===== src/rtl/i2s_pkg.sv =====
// rtl/i2s_pkg.sv - shared I2S constants and stereo sample type
package i2s_pkg;

  localparam int I2S_SAMPLE_W = 24;
  localparam int I2S_SLOT_W   = 32;

  typedef struct packed {
    logic [I2S_SAMPLE_W-1:0] left;
    logic [I2S_SAMPLE_W-1:0] right;
  } stereo_sample_t;

endpackage


===== src/rtl/i2s_bclk_gen.sv =====
// rtl/i2s_bclk_gen.sv - enable-style bit clock divider
// Produces a registered BCLK plus one-clk fall/rise strobes from a free-running counter.
module i2s_bclk_gen #(
  parameter int BCLK_DIV = 4
) (
  input  logic clk,
  input  logic rst,
  output logic bclk,
  output logic fall_en,
  output logic rise_en
);

  localparam int DIV_W = (BCLK_DIV > 2) ? $clog2(BCLK_DIV) : 1;
  localparam logic [DIV_W-1:0] DIV_LAST = DIV_W'(BCLK_DIV - 1);
  localparam logic [DIV_W-1:0] DIV_HALF = DIV_W'(BCLK_DIV / 2);
  localparam logic [DIV_W-1:0] DIV_RISE = DIV_W'(BCLK_DIV / 2 - 1);

  logic [DIV_W-1:0] r_div;
  logic [DIV_W-1:0] w_div_next;
  logic             r_bclk;

  // Strobes fire on the clk edge where the counter leaves these values.
  assign fall_en    = (r_div == DIV_LAST);
  assign rise_en    = (r_div == DIV_RISE);
  assign w_div_next = fall_en ? '0 : r_div + 1'b1;
  assign bclk       = r_bclk;

  always_ff @(posedge clk or posedge rst) begin
    if (rst) begin
      r_div  <= '0;
      r_bclk <= 1'b0;
    end else begin
      r_div  <= w_div_next;
      r_bclk <= (w_div_next >= DIV_HALF);
    end
  end

endmodule


===== src/rtl/i2s_tx.sv =====
// rtl/i2s_tx.sv - I2S transmitter: frame counter, holding buffer and serializer
// One stereo pair per frame; an empty buffer at frame start sends zeros and pulses underrun.
module i2s_tx
  import i2s_pkg::*;
#(
  parameter int BCLK_DIV = 4,
  parameter int SAMPLE_W = I2S_SAMPLE_W,
  parameter int SLOT_W   = I2S_SLOT_W
) (
  input  logic                clk,
  input  logic                rst,
  input  logic                s_valid,
  output logic                s_ready,
  input  logic [SAMPLE_W-1:0] s_left,
  input  logic [SAMPLE_W-1:0] s_right,
  output logic                bclk,
  output logic                lrclk,
  output logic                sdata,
  output logic                underrun
);

  localparam int FRAME_W = 2 * SLOT_W;
  localparam int T_W     = $clog2(FRAME_W);
  localparam logic [T_W-1:0] T_LAST  = T_W'(FRAME_W - 1);
  localparam logic [T_W-1:0] T_LR_LO = T_W'(SLOT_W - 1);
  localparam logic [T_W-1:0] T_LR_HI = T_W'(FRAME_W - 2);

  logic               w_fall;
  logic               w_rise;
  logic               w_load;
  logic               w_accept;
  logic               w_lr_next;
  logic [T_W-1:0]     w_t_next;
  logic [FRAME_W-1:0] w_frame;

  logic [T_W-1:0]      r_t;
  logic                r_lrclk;
  logic [FRAME_W-1:0]  r_shift;
  logic                r_full;
  logic [SAMPLE_W-1:0] r_buf_left;
  logic [SAMPLE_W-1:0] r_buf_right;
  logic                r_underrun;

  i2s_bclk_gen #(
    .BCLK_DIV (BCLK_DIV)
  ) u_bclk_gen (
    .clk     (clk),
    .rst     (rst),
    .bclk    (bclk),
    .fall_en (w_fall),
    .rise_en (w_rise)
  );

  assign w_load    = w_fall && (r_t == T_LAST);
  assign w_accept  = s_valid && !r_full;
  assign w_t_next  = (r_t == T_LAST) ? '0 : r_t + 1'b1;
  // Word select leads the MSB of each slot by one bit time.
  assign w_lr_next = (w_t_next >= T_LR_LO) && (w_t_next <= T_LR_HI);

  always_comb begin
    w_frame = '0;
    if (r_full) begin
      w_frame[FRAME_W-1 -: SAMPLE_W] = r_buf_left;
      w_frame[SLOT_W-1  -: SAMPLE_W] = r_buf_right;
    end
  end

  always_ff @(posedge clk or posedge rst) begin
    if (rst) begin
      r_t        <= T_LAST;
      r_lrclk    <= 1'b0;
      r_shift    <= '0;
      r_underrun <= 1'b0;
    end else begin
      r_underrun <= w_load && !r_full;
      if (w_fall) begin
        r_t     <= w_t_next;
        r_lrclk <= w_lr_next;
        r_shift <= w_load ? w_frame : (r_shift << 1);
      end
    end
  end

  // Accept only into an empty buffer, so it can never collide with a load that empties it.
  always_ff @(posedge clk or posedge rst) begin
    if (rst) begin
      r_full      <= 1'b0;
      r_buf_left  <= '0;
      r_buf_right <= '0;
    end else if (w_accept) begin
      r_full      <= 1'b1;
      r_buf_left  <= s_left;
      r_buf_right <= s_right;
    end else if (w_load) begin
      r_full      <= 1'b0;
    end
  end

  assign s_ready  = !r_full;
  assign lrclk    = r_lrclk;
  assign sdata    = r_shift[FRAME_W-1];
  assign underrun = r_underrun;

  a_strobes_exclusive : assert property (@(posedge clk) disable iff (rst) !(w_fall && w_rise));

endmodule


===== config.mk =====
export PLATFORM = sky130hd
export DESIGN_NAME = i2s_tx
export DESIGN_NICKNAME = d
export VERILOG_FILES = /design/src/rtl/i2s_pkg.sv /design/src/rtl/i2s_bclk_gen.sv /design/src/rtl/i2s_tx.sv
export SDC_FILE = /design/constraint.sdc
export NUM_CORES = 1
export LEC_CHECK = 0
export BUFFER_PORTS_ARGS = -buffer_cell sky130_fd_sc_hd__buf_2
export CAP_MARGIN = 10
export CORE_UTILIZATION = 60
export CTS_BUF_LIST = sky130_fd_sc_hd__clkbuf_4
export CTS_CLUSTER_DIAMETER = 80
export DETAILED_ROUTE_END_ITERATION = 10
export HOLD_SLACK_MARGIN = 0.06
export PLACE_DENSITY = 0.82
export RECOVER_POWER = 50
export SLEW_MARGIN = 20
export SYNTH_ARGS = -nofsm -noshare
export SYNTH_HDL_FRONTEND = slang
export SYNTH_HIERARCHICAL = 1
export SYNTH_SLANG_ARGS = --single-unit

===== constraint.sdc =====
create_clock -name clk -period 7.44 [get_ports clk]
set_clock_uncertainty 0.1 [all_clocks]
set_input_delay 1.488 -clock clk [delete_from_list [all_inputs] [get_ports clk]]
set_output_delay 1.488 -clock clk [all_outputs]
set_load 0.05 [all_outputs]

==> metrics <==
worst hold margin=between 0.4 and 0.5 ns; hold path startpoint=u_bclk_gen/r_div[0]$_DFF_PP0_; Antenna Nets Post-Route=0; cell row count=32; GRT Residual Overflow=0; Resized Gates After CTS=0; RSZ-0062 raised after global routing=false; hold buffer count at CTS=0; Ys Warns=6; final net count=561; fin area=roughly 5500 um2; H-tree depth=4; flop2flop setup slack=~2.9 ns; clock share of power=0.360; sw power=331 uW; critical path launch point type=register; Hold Vio Cnt, Final=0; Die Span Y=roughly 92 um; WP data arrival=between 4 and 5 ns; max cap viols=4; post-CTS setup repair buffer count=0; all-layer global routing usage=0.230; Chip Width=92.5 um; Initial Utilization=0.629; synth unique cells=28; worst reg2reg path endpoint=lrclk$_DFFE_PP0P_; # diodes=0; Pins Over Slew Limit=221; period utilisation layout=0.609; GR Util met2=0.363; ys flop type=dfrtp_1; die area=~8600 um2; CP endpoint kind=register; largest cells by area after synthesis=dfrtp_1, mux2_2, a31oi_1; Hold Path Stages=1; clock slew at reported path FFs=about 0.090 ns; Pint=approximately 1.1 mW; CTS tree=yes; Root Buffer=clkbuf_4; final core occ=0.703; core area=between 7000 and 8000 um2; failing checks=max-capacitance violations, max-slew violations; Peak VDD IR=roughly 0.14 mV; Clock Path Buffers=2; Reg2Reg Depth=5; Worst EP required=around 7.7 ns; WL final=between 8000 and 9000 um; setup_tns=0 ns; synthesized area=approximately 5000 um2; Leak=around 2.4 nW; sequential area share after synthesis=0.588; worst slew pin tran=between 2 and 3 ns; share of cells above drive strength 1=0.268; gr busiest metal=met2; FFs w/ async S/R, synth=1.00; top cells by count, synth=dfrtp_1, nand3_1, nand2_1; minimum clock period=roughly 4.5 ns; fmax=221 MHz; HP Class=reg -> reg; largest net degree at the start of global routing=127; Comb pwr share=0.094; Gate Count Post-Synth=around 470; final estimated routing congestion in global placement=about 0.75; CP Max Fanout=67; sequential share of power=0.546; CTS sink cnt=roughly 120; Avg Inst Size Synth=~11 um2; drt first pass iters=6; initial antenna violation count=0; WL per Instance=approximately 14 um; grt met3 use=0.0575; sw frac=0.229; total CTS buffers=17; post-DP HPWL=approximately 5300 um; area leader, netlist=dfrtp_1; Area growth syn-to-layout=11.8%; crit path kind=reg -> reg; max_slew headroom=-0.713; Seq cells post-synth=between 100 and 150; worst r2r src=u_bclk_gen/r_div[0]$_DFF_PP0_; DR iter-0 viols=289; first-pass GRT wire length=approximately 15000 um; final setup fails=0; Area after DPL=slightly above 5000 um2; EDFF count, synth=0; top-count cell post-synth=dfrtp_1; io pins=56; Via density=between 5 and 6; WHS Endpoint=u_bclk_gen/r_div[0]$_DFF_PP0_; Port Buffers=55; power density cells=263 nW/um2; GRT met1 Usage=0.302; via count=3540; vias in the first global route=3386; worst skew pair latency=~0.5 ns; status=complete, but fails checks; DRC violations left=0; Yosys top cell area share=0.555; Synth Net Count=roughly 520
[per-layer routing]
metal  part of all wire  vias up
li1                   -     1690
met2               0.50      102
met3              0.044       20
met4              0.022        0
met5                  0        -
met1               0.44     1728
[power groups by stage]
stage                     clock [mW]  combinational (mW)  sequential (mW)
after global routing           0.555               0.152            0.803
after detailed placement           0               0.139            0.801
after global placement             0               0.129            0.797
final                          0.519               0.136            0.788
after floorplan                    0               0.116            0.773
after CTS                      0.527               0.138            0.789
[worst max-delay path by stage]
stage,start,to,slack (ns),depth (start not counted)
6_report,u_bclk_gen/r_div[0]$_DFF_PP0_,lrclk$_DFFE_PP0P_,2.91,5
5_1_grt,u_bclk_gen/r_div[0]$_DFF_PP0_,lrclk$_DFFE_PP0P_,2.35,5
4_1_cts,r_full$_DFFE_PP0P_,s_ready,4.05,2
3_5_place_dp,rst,r_full$_DFFE_PP0P_,4.39,3
3_3_place_gp,rst,r_full$_DFFE_PP0P_,4.43,3
2_1_floorplan,rst,lrclk$_DFFE_PP0P_,2.87,1
[flip-flops by register name, summed over array words and instances, names as in the netlist]
register	cells
lrclk	1
r_buf_right	24
r_full	1
r_shift	56
r_t	6
underrun	1
u_bclk_gen/r_div	1
u_bclk_gen/bclk	1
r_buf_left	24
[critical path: stages (launching register included)]
cell and delay [ns]:
dfrtp_1 0.40, ha_1 1.45, clkbuf_1 1.80, nand3_1 0.31, a31oi_1 0.27, a311oi_1 0.07
[logic make-up after synthesis]
group,count (synthesis),synth area share
AOI/OAI and AO/OA,68,0.0836
buffers and inverters,53,0.0489
muxes,48,0.110
xor gates and xnor gates,3,0.00535
and+or+nand+nor,173,0.152
DFF,115,0.588
adders and majority gates,5,0.0127
[layout make-up]
cell class                 instances  area [um2]
timing repair buffer              58         289
tap                              102         128
fill                             550        2320
clock inverter                    14         191
clock buffer                      18         135
multi-input combinational        297        1800
sequential                       115        2890
inverter                          16        61.3
[through the flow]
| stage | std cells | power (mW) | worst slack, ns |
|---|---|---|---|
| 3_3_place_gp | 587 | 0.926 | 4.43 |
| 6_report | 620 | 1.44 | 2.91 |
| 2_1_floorplan | 465 | 0.890 | 2.87 |
| 4_1_cts | 619 | 1.45 | 4.05 |
| 3_5_place_dp | 587 | 0.939 | 4.39 |
| 5_1_grt | 620 | 1.51 | 2.35 |
[cells in the final DEF, fill, tap and decap left out, drive strengths merged, types with 2 or more instances in the layout]
cell	count
dfrtp	109
nand3	60
buf	55
nand2	53
nor2	52
a31oi	48
mux2	48
clkbuf	21
inv	15
o21ai	13
clkinv	9
dfstp	6
ha	5
bufinv	5
a21oi	3
and3	3
xnor2	2
Power figures use the tool's default switching activity.
